### config.mk
export PLATFORM = sky130hd
export DESIGN_NAME = ps2_keyevent_decoder_flat
export DESIGN_NICKNAME = d
export VERILOG_FILES = /design/src/rtl/ps2_keyevent_decoder_if.sv /design/src/rtl/ps2_keyevent_decoder.sv /design/src/flat_wrapper.sv
export SDC_FILE = /design/constraint.sdc
export NUM_CORES = 1
export LEC_CHECK = 0
export CAP_MARGIN = 0
export CORE_UTILIZATION = 58
export DETAILED_ROUTE_END_ITERATION = 6
export GPL_ROUTABILITY_DRIVEN = 0
export GPL_TIMING_DRIVEN = 0
export PLACE_DENSITY = 0.83
export RECOVER_POWER = 50
export REMOVE_ABC_BUFFERS = 1
export SKIP_LAST_GASP = 1
export SYNTH_ARGS = -nofsm -noshare
export SYNTH_HDL_FRONTEND = slang
export SYNTH_SLANG_ARGS = --single-unit
### constraint.sdc
create_clock -name CLOCK -period 2.9 [get_ports CLOCK]
set_input_delay 0.58 -clock CLOCK [delete_from_list [all_inputs] [get_ports CLOCK]]
set_output_delay 0.58 -clock CLOCK [all_outputs]
set_load 0.03 [all_outputs]
### src/rtl/ps2_keyevent_decoder_if.sv
// Byte-strobe input and key-event output bundle of the PS/2 key event decoder.
// The master side is the upstream byte receiver plus event consumer; the slave side is the decoder.
interface ps2_keyevent_decoder_if;
   logic       iTrig;
   logic [7:0] iData;
   logic       oTrig;
   logic [7:0] oCode;
   logic       oExt;
   logic       oMake;
   logic [7:0] oAscii;
   logic       oShift;
   logic       oCtrl;
   logic       oCaps;
   logic       oAbort;

   modport master (
      output iTrig, iData,
      input  oTrig, oCode, oExt, oMake, oAscii, oShift, oCtrl, oCaps, oAbort
   );

   modport slave (
      input  iTrig, iData,
      output oTrig, oCode, oExt, oMake, oAscii, oShift, oCtrl, oCaps, oAbort
   );
endinterface

### src/rtl/ps2_keyevent_decoder.sv
// Folds Set 2 scancode byte sequences (E0/F0/E1 prefixes) into single key events.
// Also tracks the Shift/Ctrl/Caps Lock modifiers and maps a subset of keys to ASCII.
module ps2_keyevent_decoder #(
   parameter int TIMEOUT_CYC = 2500000,
   parameter int CNT_W       = 22
) (
   input logic                  CLOCK,
   input logic                  RESET,
   ps2_keyevent_decoder_if.slave bus
);

   localparam logic [2:0] IDLE   = 3'd0;
   localparam logic [2:0] EXT    = 3'd1;
   localparam logic [2:0] BRK    = 3'd2;
   localparam logic [2:0] EXTBRK = 3'd3;
   localparam logic [2:0] SKIP   = 3'd4;

   localparam logic [CNT_W-1:0] TIMEOUT_VAL = CNT_W'(TIMEOUT_CYC);

   logic [2:0]       state_q, state_d;
   logic [CNT_W-1:0] cnt_q, cnt_d;
   logic [2:0]       skip_q, skip_d;
   logic             trig_q, abort_q, abort_d;
   logic [7:0]       code_q, ascii_q;
   logic             ext_q, make_q;
   logic             shiftL_q, shiftL_d, shiftR_q, shiftR_d;
   logic             ctrlL_q, ctrlL_d, ctrlR_q, ctrlR_d;
   logic             caps_q, caps_d, capsHeld_q, capsHeld_d;
   logic             evt, evtExt, evtMake;
   logic [7:0]       evtCode;

   function automatic logic [7:0] asciiOf(input logic [7:0] code, input logic ext,
                                          input logic shift, input logic caps);
      logic [4:0] idx;
      logic [3:0] dig;
      logic       isLetter, isDigit;
      logic [7:0] res;
      idx      = '0;
      dig      = '0;
      isLetter = 1'b1;
      isDigit  = 1'b1;
      res      = 8'h00;
      case (code)
         8'h1C: idx = 5'd0;   8'h32: idx = 5'd1;   8'h21: idx = 5'd2;   8'h23: idx = 5'd3;
         8'h24: idx = 5'd4;   8'h2B: idx = 5'd5;   8'h34: idx = 5'd6;   8'h33: idx = 5'd7;
         8'h43: idx = 5'd8;   8'h3B: idx = 5'd9;   8'h42: idx = 5'd10;  8'h4B: idx = 5'd11;
         8'h3A: idx = 5'd12;  8'h31: idx = 5'd13;  8'h44: idx = 5'd14;  8'h4D: idx = 5'd15;
         8'h15: idx = 5'd16;  8'h2D: idx = 5'd17;  8'h1B: idx = 5'd18;  8'h2C: idx = 5'd19;
         8'h3C: idx = 5'd20;  8'h2A: idx = 5'd21;  8'h1D: idx = 5'd22;  8'h22: idx = 5'd23;
         8'h35: idx = 5'd24;  8'h1A: idx = 5'd25;
         default: isLetter = 1'b0;
      endcase
      case (code)
         8'h45: dig = 4'd0;  8'h16: dig = 4'd1;  8'h1E: dig = 4'd2;  8'h26: dig = 4'd3;
         8'h25: dig = 4'd4;  8'h2E: dig = 4'd5;  8'h36: dig = 4'd6;  8'h3D: dig = 4'd7;
         8'h3E: dig = 4'd8;  8'h46: dig = 4'd9;
         default: isDigit = 1'b0;
      endcase
      if (code == 8'h5A) begin
         res = 8'h0D;
      end else if (!ext) begin
         if (isLetter) begin
            res = ((shift ^ caps) ? 8'h41 : 8'h61) + {3'b000, idx};
         end else if (isDigit) begin
            res = shift ? 8'h00 : (8'h30 + {4'b0000, dig});
         end else begin
            case (code)
               8'h29:   res = 8'h20;
               8'h66:   res = 8'h08;
               8'h76:   res = 8'h1B;
               default: res = 8'h00;
            endcase
         end
      end
      return res;
   endfunction

   // Sequence FSM plus timeout: a byte strobe always clears the timer and beats the timeout.
   always_comb begin
      state_d = state_q;
      cnt_d   = cnt_q;
      skip_d  = skip_q;
      abort_d = 1'b0;
      evt     = 1'b0;
      evtCode = bus.iData;
      evtExt  = 1'b0;
      evtMake = 1'b1;
      if (bus.iTrig) begin
         cnt_d = '0;
         case (state_q)
            IDLE: begin
               case (bus.iData)
                  8'hE0: state_d = EXT;
                  8'hF0: state_d = BRK;
                  8'hE1: begin
                     state_d = SKIP;
                     skip_d  = 3'd7;
                  end
                  8'h00, 8'hAA, 8'hEE, 8'hFA, 8'hFE, 8'hFF: ;
                  default: evt = 1'b1;
               endcase
            end
            EXT: begin
               if (bus.iData == 8'hF0) begin
                  state_d = EXTBRK;
               end else if (bus.iData == 8'h12) begin
                  state_d = IDLE;
               end else if (bus.iData != 8'hE0) begin
                  evt     = 1'b1;
                  evtExt  = 1'b1;
                  state_d = IDLE;
               end
            end
            BRK: begin
               evt     = 1'b1;
               evtMake = 1'b0;
               state_d = IDLE;
            end
            EXTBRK: begin
               state_d = IDLE;
               if (bus.iData != 8'h12) begin
                  evt     = 1'b1;
                  evtExt  = 1'b1;
                  evtMake = 1'b0;
               end
            end
            SKIP: begin
               skip_d = skip_q - 3'd1;
               if (skip_q == 3'd1) begin
                  evt     = 1'b1;
                  evtCode = 8'h77;
                  evtExt  = 1'b1;
                  state_d = IDLE;
               end
            end
            default: state_d = IDLE;
         endcase
      end else if (state_q != IDLE) begin
         if (cnt_q == TIMEOUT_VAL) begin
            state_d = IDLE;
            cnt_d   = '0;
            abort_d = 1'b1;
         end else begin
            cnt_d = cnt_q + 1'b1;
         end
      end else begin
         cnt_d = '0;
      end
   end

   // Modifier tracking; caps_held suppresses toggling on typematic repeats of Caps Lock.
   always_comb begin
      shiftL_d   = shiftL_q;
      shiftR_d   = shiftR_q;
      ctrlL_d    = ctrlL_q;
      ctrlR_d    = ctrlR_q;
      caps_d     = caps_q;
      capsHeld_d = capsHeld_q;
      if (evt) begin
         if (!evtExt && evtCode == 8'h12) shiftL_d = evtMake;
         if (!evtExt && evtCode == 8'h59) shiftR_d = evtMake;
         if (evtCode == 8'h14) begin
            if (evtExt) ctrlR_d = evtMake;
            else        ctrlL_d = evtMake;
         end
         if (evtCode == 8'h58) begin
            if (evtMake && !capsHeld_q) caps_d = ~caps_q;
            capsHeld_d = evtMake;
         end
      end
   end

   always_ff @(posedge CLOCK) begin
      if (RESET) begin
         state_q    <= IDLE;
         cnt_q      <= '0;
         skip_q     <= '0;
         trig_q     <= 1'b0;
         abort_q    <= 1'b0;
         code_q     <= '0;
         ext_q      <= 1'b0;
         make_q     <= 1'b0;
         ascii_q    <= '0;
         shiftL_q   <= 1'b0;
         shiftR_q   <= 1'b0;
         ctrlL_q    <= 1'b0;
         ctrlR_q    <= 1'b0;
         caps_q     <= 1'b0;
         capsHeld_q <= 1'b0;
      end else begin
         state_q    <= state_d;
         cnt_q      <= cnt_d;
         skip_q     <= skip_d;
         trig_q     <= evt;
         abort_q    <= abort_d;
         shiftL_q   <= shiftL_d;
         shiftR_q   <= shiftR_d;
         ctrlL_q    <= ctrlL_d;
         ctrlR_q    <= ctrlR_d;
         caps_q     <= caps_d;
         capsHeld_q <= capsHeld_d;
         if (evt) begin
            code_q  <= evtCode;
            ext_q   <= evtExt;
            make_q  <= evtMake;
            ascii_q <= asciiOf(evtCode, evtExt, shiftL_q | shiftR_q, caps_q);
         end
      end
   end

   assign bus.oTrig  = trig_q;
   assign bus.oCode  = code_q;
   assign bus.oExt   = ext_q;
   assign bus.oMake  = make_q;
   assign bus.oAscii = ascii_q;
   assign bus.oShift = shiftL_q | shiftR_q;
   assign bus.oCtrl  = ctrlL_q | ctrlR_q;
   assign bus.oCaps  = caps_q;
   assign bus.oAbort = abort_q;

endmodule

### src/flat_wrapper.sv
// flat-port wrapper written by rule: the top's interface ports become plain ports
module ps2_keyevent_decoder_flat 
#(
   parameter int TIMEOUT_CYC = 2500000,
   parameter int CNT_W       = 22
)
  (CLOCK, RESET, bus_iTrig, bus_iData, bus_oTrig, bus_oCode, bus_oExt, bus_oMake, bus_oAscii, bus_oShift, bus_oCtrl, bus_oCaps, bus_oAbort);
  ps2_keyevent_decoder_if bus_i ();
  input logic CLOCK;
  input logic RESET;
  input wire logic [$bits(bus_i.iTrig)-1:0] bus_iTrig;
  input wire logic [$bits(bus_i.iData)-1:0] bus_iData;
  output wire logic [$bits(bus_i.oTrig)-1:0] bus_oTrig;
  output wire logic [$bits(bus_i.oCode)-1:0] bus_oCode;
  output wire logic [$bits(bus_i.oExt)-1:0] bus_oExt;
  output wire logic [$bits(bus_i.oMake)-1:0] bus_oMake;
  output wire logic [$bits(bus_i.oAscii)-1:0] bus_oAscii;
  output wire logic [$bits(bus_i.oShift)-1:0] bus_oShift;
  output wire logic [$bits(bus_i.oCtrl)-1:0] bus_oCtrl;
  output wire logic [$bits(bus_i.oCaps)-1:0] bus_oCaps;
  output wire logic [$bits(bus_i.oAbort)-1:0] bus_oAbort;
  assign bus_i.iTrig = bus_iTrig;
  assign bus_i.iData = bus_iData;
  assign bus_oTrig = bus_i.oTrig;
  assign bus_oCode = bus_i.oCode;
  assign bus_oExt = bus_i.oExt;
  assign bus_oMake = bus_i.oMake;
  assign bus_oAscii = bus_i.oAscii;
  assign bus_oShift = bus_i.oShift;
  assign bus_oCtrl = bus_i.oCtrl;
  assign bus_oCaps = bus_i.oCaps;
  assign bus_oAbort = bus_i.oAbort;
  ps2_keyevent_decoder #(.TIMEOUT_CYC(TIMEOUT_CYC), .CNT_W(CNT_W)) u_core (.CLOCK(CLOCK), .RESET(RESET), .bus(bus_i));
endmodule
======== Word-level counts from Yosys, hierarchy flattened ========
Index checks and enable logic that the tools add are counted.
storage, ports and cells
  flip-flop bits (word level) ............. 54
  output and inout port bits .............. 23
operators by class
  add/sub/neg operators ................... 4
  reductions and logical operators ........ 24
  equality and inequality tests ........... 65
  bitwise logic cells ..................... 6
  muxes and demuxes ....................... 47
operator list
  kind                     count
  $eq A8 B6 Y1 const B     23
  $pmux W5 S25             1
  $eq A8 B7 Y1 const B     12
  $eq A8 B5 Y1 const B     10
  $eq A8 B8 Y1 const B     8
  $mux W8                  8
  $pmux W4 S9              1
  $reduce_or A26 Y1        1
  $mux W3                  8
  $add A22 B1 Y22 const B  1
  $eq A22 B22 Y1 const B   1
  $pmux W3 S3              2
  $pmux W6 S3              1
  $mux W1                  17
  $reduce_and A3 Y1        4
  $mux W5                  2
  $reduce_or A10 Y1        1
  $reduce_or A9 Y1         1
  $add A8 B5 Y8            1
  $logic_not A8 Y1         1
  $mux W4                  2
  $ne A8 B5 Y1 const B     1
  $ne A8 B8 Y1 const B     1
  $add A6 B4 Y7 const A    1
  25 further kinds         37

======== Depth between registers and ports, before layout ========
  depth in word-level cells ............... 14
  depth in mapped cells ................... 11
  gate-level depth less buffers ........... 9

======== Least setup slack after synthesis ========
Ideal clock, no wire load.
  path type ............................... input port to flip-flop
  start ................................... in bus_iData[4]
  end ..................................... reg u_core.ascii_q[2], in the netlist u_core.bus.oAscii[2]
  arrival time ............................ 2.357 ns
  slack ................................... 0.410 ns
  stages on the path ...................... 11
  path buffers ............................ 2
  library setup time ...................... 0.132 ns
  cell sequence ........................... buf_4 -> buf_2 -> xnor2_1 -> nand4_1 -> a21oi_1 -> nor4_1 -> nor2_1 -> ha_1 -> or2_2 -> a211oi_1 -> nor4_2
between the ends
  cells in the longest elaborated chain, start to end .. 13
  elaborated cells between the ends (all ways) .. 83
RTL lines
  what                                  RTL line                     source
  start: declaration                    flat_wrapper.sv:12           input wire logic [$bits(bus_i.iData)-1:0] bus_iData;
  $mux W8                               ps2_keyevent_decoder.sv:129  if (skip_q == 3'd1) begin
  $mux W8                               ps2_keyevent_decoder.sv:90   case (state_q)
  $mux W8                               ps2_keyevent_decoder.sv:88   if (bus.iTrig) begin
  $eq A8 B7 Y1 (tied with other cells)  ps2_keyevent_decoder.sv:53   case (code)
  $pmux W4 S9                           ps2_keyevent_decoder.sv:53
  $mux W4                               ps2_keyevent_decoder.sv:202  if (evt) begin
  $mux W4                               ps2_keyevent_decoder.sv:174  if (RESET) begin
  $add A6 B4 Y7                         ps2_keyevent_decoder.sv:65   res = shift ? 8'h00 : (8'h30 + {4'b0000, dig});
  $mux W8                               ps2_keyevent_decoder.sv:65
  $mux W8                               ps2_keyevent_decoder.sv:64   end else if (isDigit) begin
  $mux W8                               ps2_keyevent_decoder.sv:62   if (isLetter) begin
  $mux W8                               ps2_keyevent_decoder.sv:61   end else if (!ext) begin
  $mux W8                               ps2_keyevent_decoder.sv:59   if (code == 8'h5A) begin
  end signal: assignment                ps2_keyevent_decoder.sv:206  ascii_q <= asciiOf(evtCode, evtExt, shiftL_q | shiftR_q, caps_q);
  end: declaration                      ps2_keyevent_decoder.sv:24   logic [7:0] code_q, ascii_q;
Parallel ways exist; a longest one is shown, timed or not. The select of a mux whose other input is x is not followed.
A chain may end at the register's enable or synchronous reset.

======== Worst setup path after layout ========
  start ................................... in bus_iData[4]
  end ..................................... reg u_core.ascii_q[0], in the netlist u_core.bus.oAscii[0]
Same word-level chain as after synthesis.

==> flow_summary.yaml <==
sta:
  hold_viol_final: 0
  whs_ns: 0.4549
  finalCritPeriodShare: 0.9689
  timing.final.ws_setup_ns: 0.09007
  fmax_mhz: 355.9
  relSlewSlack: 0.2784
  finalCriticalPeriod_ns: 2.810
  rsz0062_at_grt: "false"
  drv_slew: 0
  setup_viol: 0
  tns_ns: 0
  finalClockSkew_ns: 0.01993
  worst_pin_slew_ns: 1.079
critical_path:
  crit_path_end_kind: "flip-flop"
  rr_endpoint: "u_core.bus.oAscii[0]"
  crit_family: "compound AO/OA/AOI/OAI gates"
  critPathArrivalTime_ns: 2.97
  cp_slowest_stage_delay_ns: 0.50
  start_kind: "input port"
  crit_buf_inv: 1
  r2r_cells: 7
  worstPathCellList: "clkdlybuf4s15_2 > or4b_1 > a211oi_2 > o32ai_1 > o31ai_1 > a211o_2 > nor4b_2 > nor3_1"
  crit_slowest_cell: "clkdlybuf4s15_2"
  reg2reg_slack_ns: 0.43
  critPathKind: "in2reg"
  critPathMaxFanout: 21
  critPathRequiredTime_ns: 3.06
  r2r-start: "u_core.state_q[0]"
clocking:
  htree_levels: 2
  clock_sinks: 54
  clockBufferDepth: 2
  cts_hold_buf: 0
  path_clk_slew_ns: 0.10
  cts_tree: "done"
  cts_buffers: 5
  cts_root_buf: "clkbuf_8"
  clock_latency_ns: 0.32
outcome:
  run_status: "completed"
yosys:
  syn_area_um2: 3455
  synth_top_area_frac: 0.3129
  synth_top_cells_by_count: "54 x dfxtp_1, 54 x nor2_1, 46 x nand2_1"
  synth_cell_types: 73
  async_reset_ff_frac: 0
  synth_enable_flop_cells: 0
  synth_top_area_cell: "dfxtp_1"
  synth_warnings: 0
  synth_cells: 447
  ys.flop_type: "dfxtp_1"
  avgSynthCellArea_um2: 7.728
  synth-seq-cells: 54
  ys_top_cells_by_area: "dfxtp_1 31%, nor2_1 5.9%, nand2_1 5.0%"
  yosysSeqAreaShare: 0.3129
worst_hold_path:
  hold_class: "reg2reg"
  hold_end: "u_core.bus.oCode[6]"
  min_path_cells: 2
  hold_start: "u_core.bus.oCode[6]"
placement:
  place_ws_ns: -1.039
  dp_hpwl_mm: 6.133
  place_area_um2: 3744
  place.port_buffers: 33
floorplan:
  io_pins: 34
  core_um2: 5608
  rows: 27
  start_util: 0.6160
  dieArea_um2: 6269
  dieHeight_um: 79.18
  die_w_um: 79.18
layout:
  fin_util: 0.6954
  drive_gt1_frac: 0.1037
  syn2layout_area_growth_pct: 12.89
  final_area_um2: 3900
  layout.nets: 478
  fillCellCount: 476
  diodes: 0
drt:
  wl_mm: 8.852
  routedWlPerCell_um: 16.55
  vias: 3473
  route.detailed.drc: 0
  drt_iter0_drc: 435
  firstDrtPassIters: 5
  vias_per_cell: 6.492
  ant_nets: 0
power_and_ir_drop:
  clockPowerShare: 0.341
  p_leak_uw: 0.001364
  power_frac_seq: 0.502
  vdd_drop_max_mv: 0.3230
  power_density_nw_per_um2: 391.0
  p_comb_frac: 0.158
  internal_power_uw: 1102
  switchingPower_uw: 423.2
  netSwitchingFraction: 0.2776
global_routing:
  grt_pass1_wl_mm: 14.78
  grt_antenna_before_repair: 0
  grt_usage: 0.2958
  grt_max_degree: 31
  grt-ovfl-total: 0
  grt_pass1_vias: 3183
job:
  drv_cap: 0
## flip-flops by register name, summed over array words and instances, names as in the netlist
| signal | count |
|---|---|
| u_core.bus.oTrig | 1 |
| u_core.cnt_q | 22 |
| u_core.bus.oAbort | 1 |
| u_core.bus.oMake | 1 |
| u_core.ctrlL_q | 1 |
| u_core.shiftR_q | 1 |
| u_core.bus.oAscii | 8 |
| u_core.capsHeld_q | 1 |
| u_core.skip_q | 3 |
| u_core.state_q | 3 |
| u_core.bus.oCaps | 1 |
| u_core.bus.oExt | 1 |
| u_core.shiftL_q | 1 |
| u_core.ctrlR_q | 1 |
| u_core.bus.oCode | 8 |
## per-layer routing
layer,up-vias,track usage,wire [um]
met5,-,0,0
met4,0,0.1236,242
met3,33,0.05747,706
met2,188,0.4638,3971
met1,1592,0.3948,3931
li1,1660,-,-
## power by group through the flow
| stage | Sequential, uW | Combinational (uW) | Clock [uW] |
|---|---|---|---|
| 4_1_cts | 766 | 241 | 531 |
| 6_report | 765 | 240 | 520 |
| 2_1_floorplan | 811 | 101 | 0 |
| 5_1_grt | 767 | 259 | 555 |
| 3_5_place_dp | 783 | 237 | 0 |
| 3_3_place_gp | 782 | 234 | 0 |
## through the flow
stage,total power (uW),cells
finish,1525,535
global route,1582,535
CTS,1537,535
detailed placement,1019,523
global placement,1015,523
floorplan,911.4,418
## tightest hold or removal path, stage by stage (launching register included)
cell	delay [ns]
dfxtp_1	0.32
nand2_1	0.05
a21oi_1	0.05
## area by class of cell
type | count | area, um2 | area share
tap | 72 | 90.09 | 0.02310
clock inverter | 3 | 47.55 | 0.01219
sequential | 54 | 1081 | 0.2772
timing repair buffer | 37 | 355.3 | 0.09111
inverter | 14 | 52.55 | 0.01347
multi-input combinational | 350 | 2205 | 0.5653
clock buffer | 5 | 68.82 | 0.01765
## cell families (layout without fill, tap and decap cells)
family | count (synthesis) | after routing | synth area share
flip-flops | 54 | 54 | 0.3129
multiplexers | 1 | 1 | 0.002898
AO/OA/AOI/OAI | 107 | 107 | 0.2079
buffers and inverters | 43 | 59 | 0.05324
XOR/XNOR | 23 | 23 | 0.05831
adder cells (fa/ha/maj) | 5 | 5 | 0.01811
AND/OR/NAND/NOR | 214 | 214 | 0.3466
## cells in the final DEF (no fill, tap or decap), types with 7 or more instances in the layout
cell and instances:
dfxtp_1 54, nor2_1 53, nand2_1 46, a21oi_1 33
dlygate4sd3_1 24, o21ai_0 20, xor2_1 19, nand3_1 18
nor3_1 16, inv_1 14, a31oi_1 7
## repair_timing
item	in CTS	in global routing
pin swaps	1	0
buffers inserted	4	0
resized for setup	24	7
setup endpoints to repair	28	8
## worst max path at each step
stage | startpoint | to | slack [ns] | cells after the start
global route | bus_iData[5] | u_core.capsHeld_q | 0.01 | 8
CTS | bus_iData[7] | u_core.bus.oAscii[0] | 0.003 | 8
global placement | bus_iData[3] | u_core.bus.oAscii[2] | -0.97 | 8
finish | bus_iData[4] | u_core.bus.oAscii[0] | 0.09 | 8
floorplan | bus_iTrig | u_core.bus.oAscii[2] | 0.46 | 7
detailed placement | bus_iData[3] | u_core.bus.oAscii[0] | -1.04 | 8
Power figures use the tool's default switching activity.
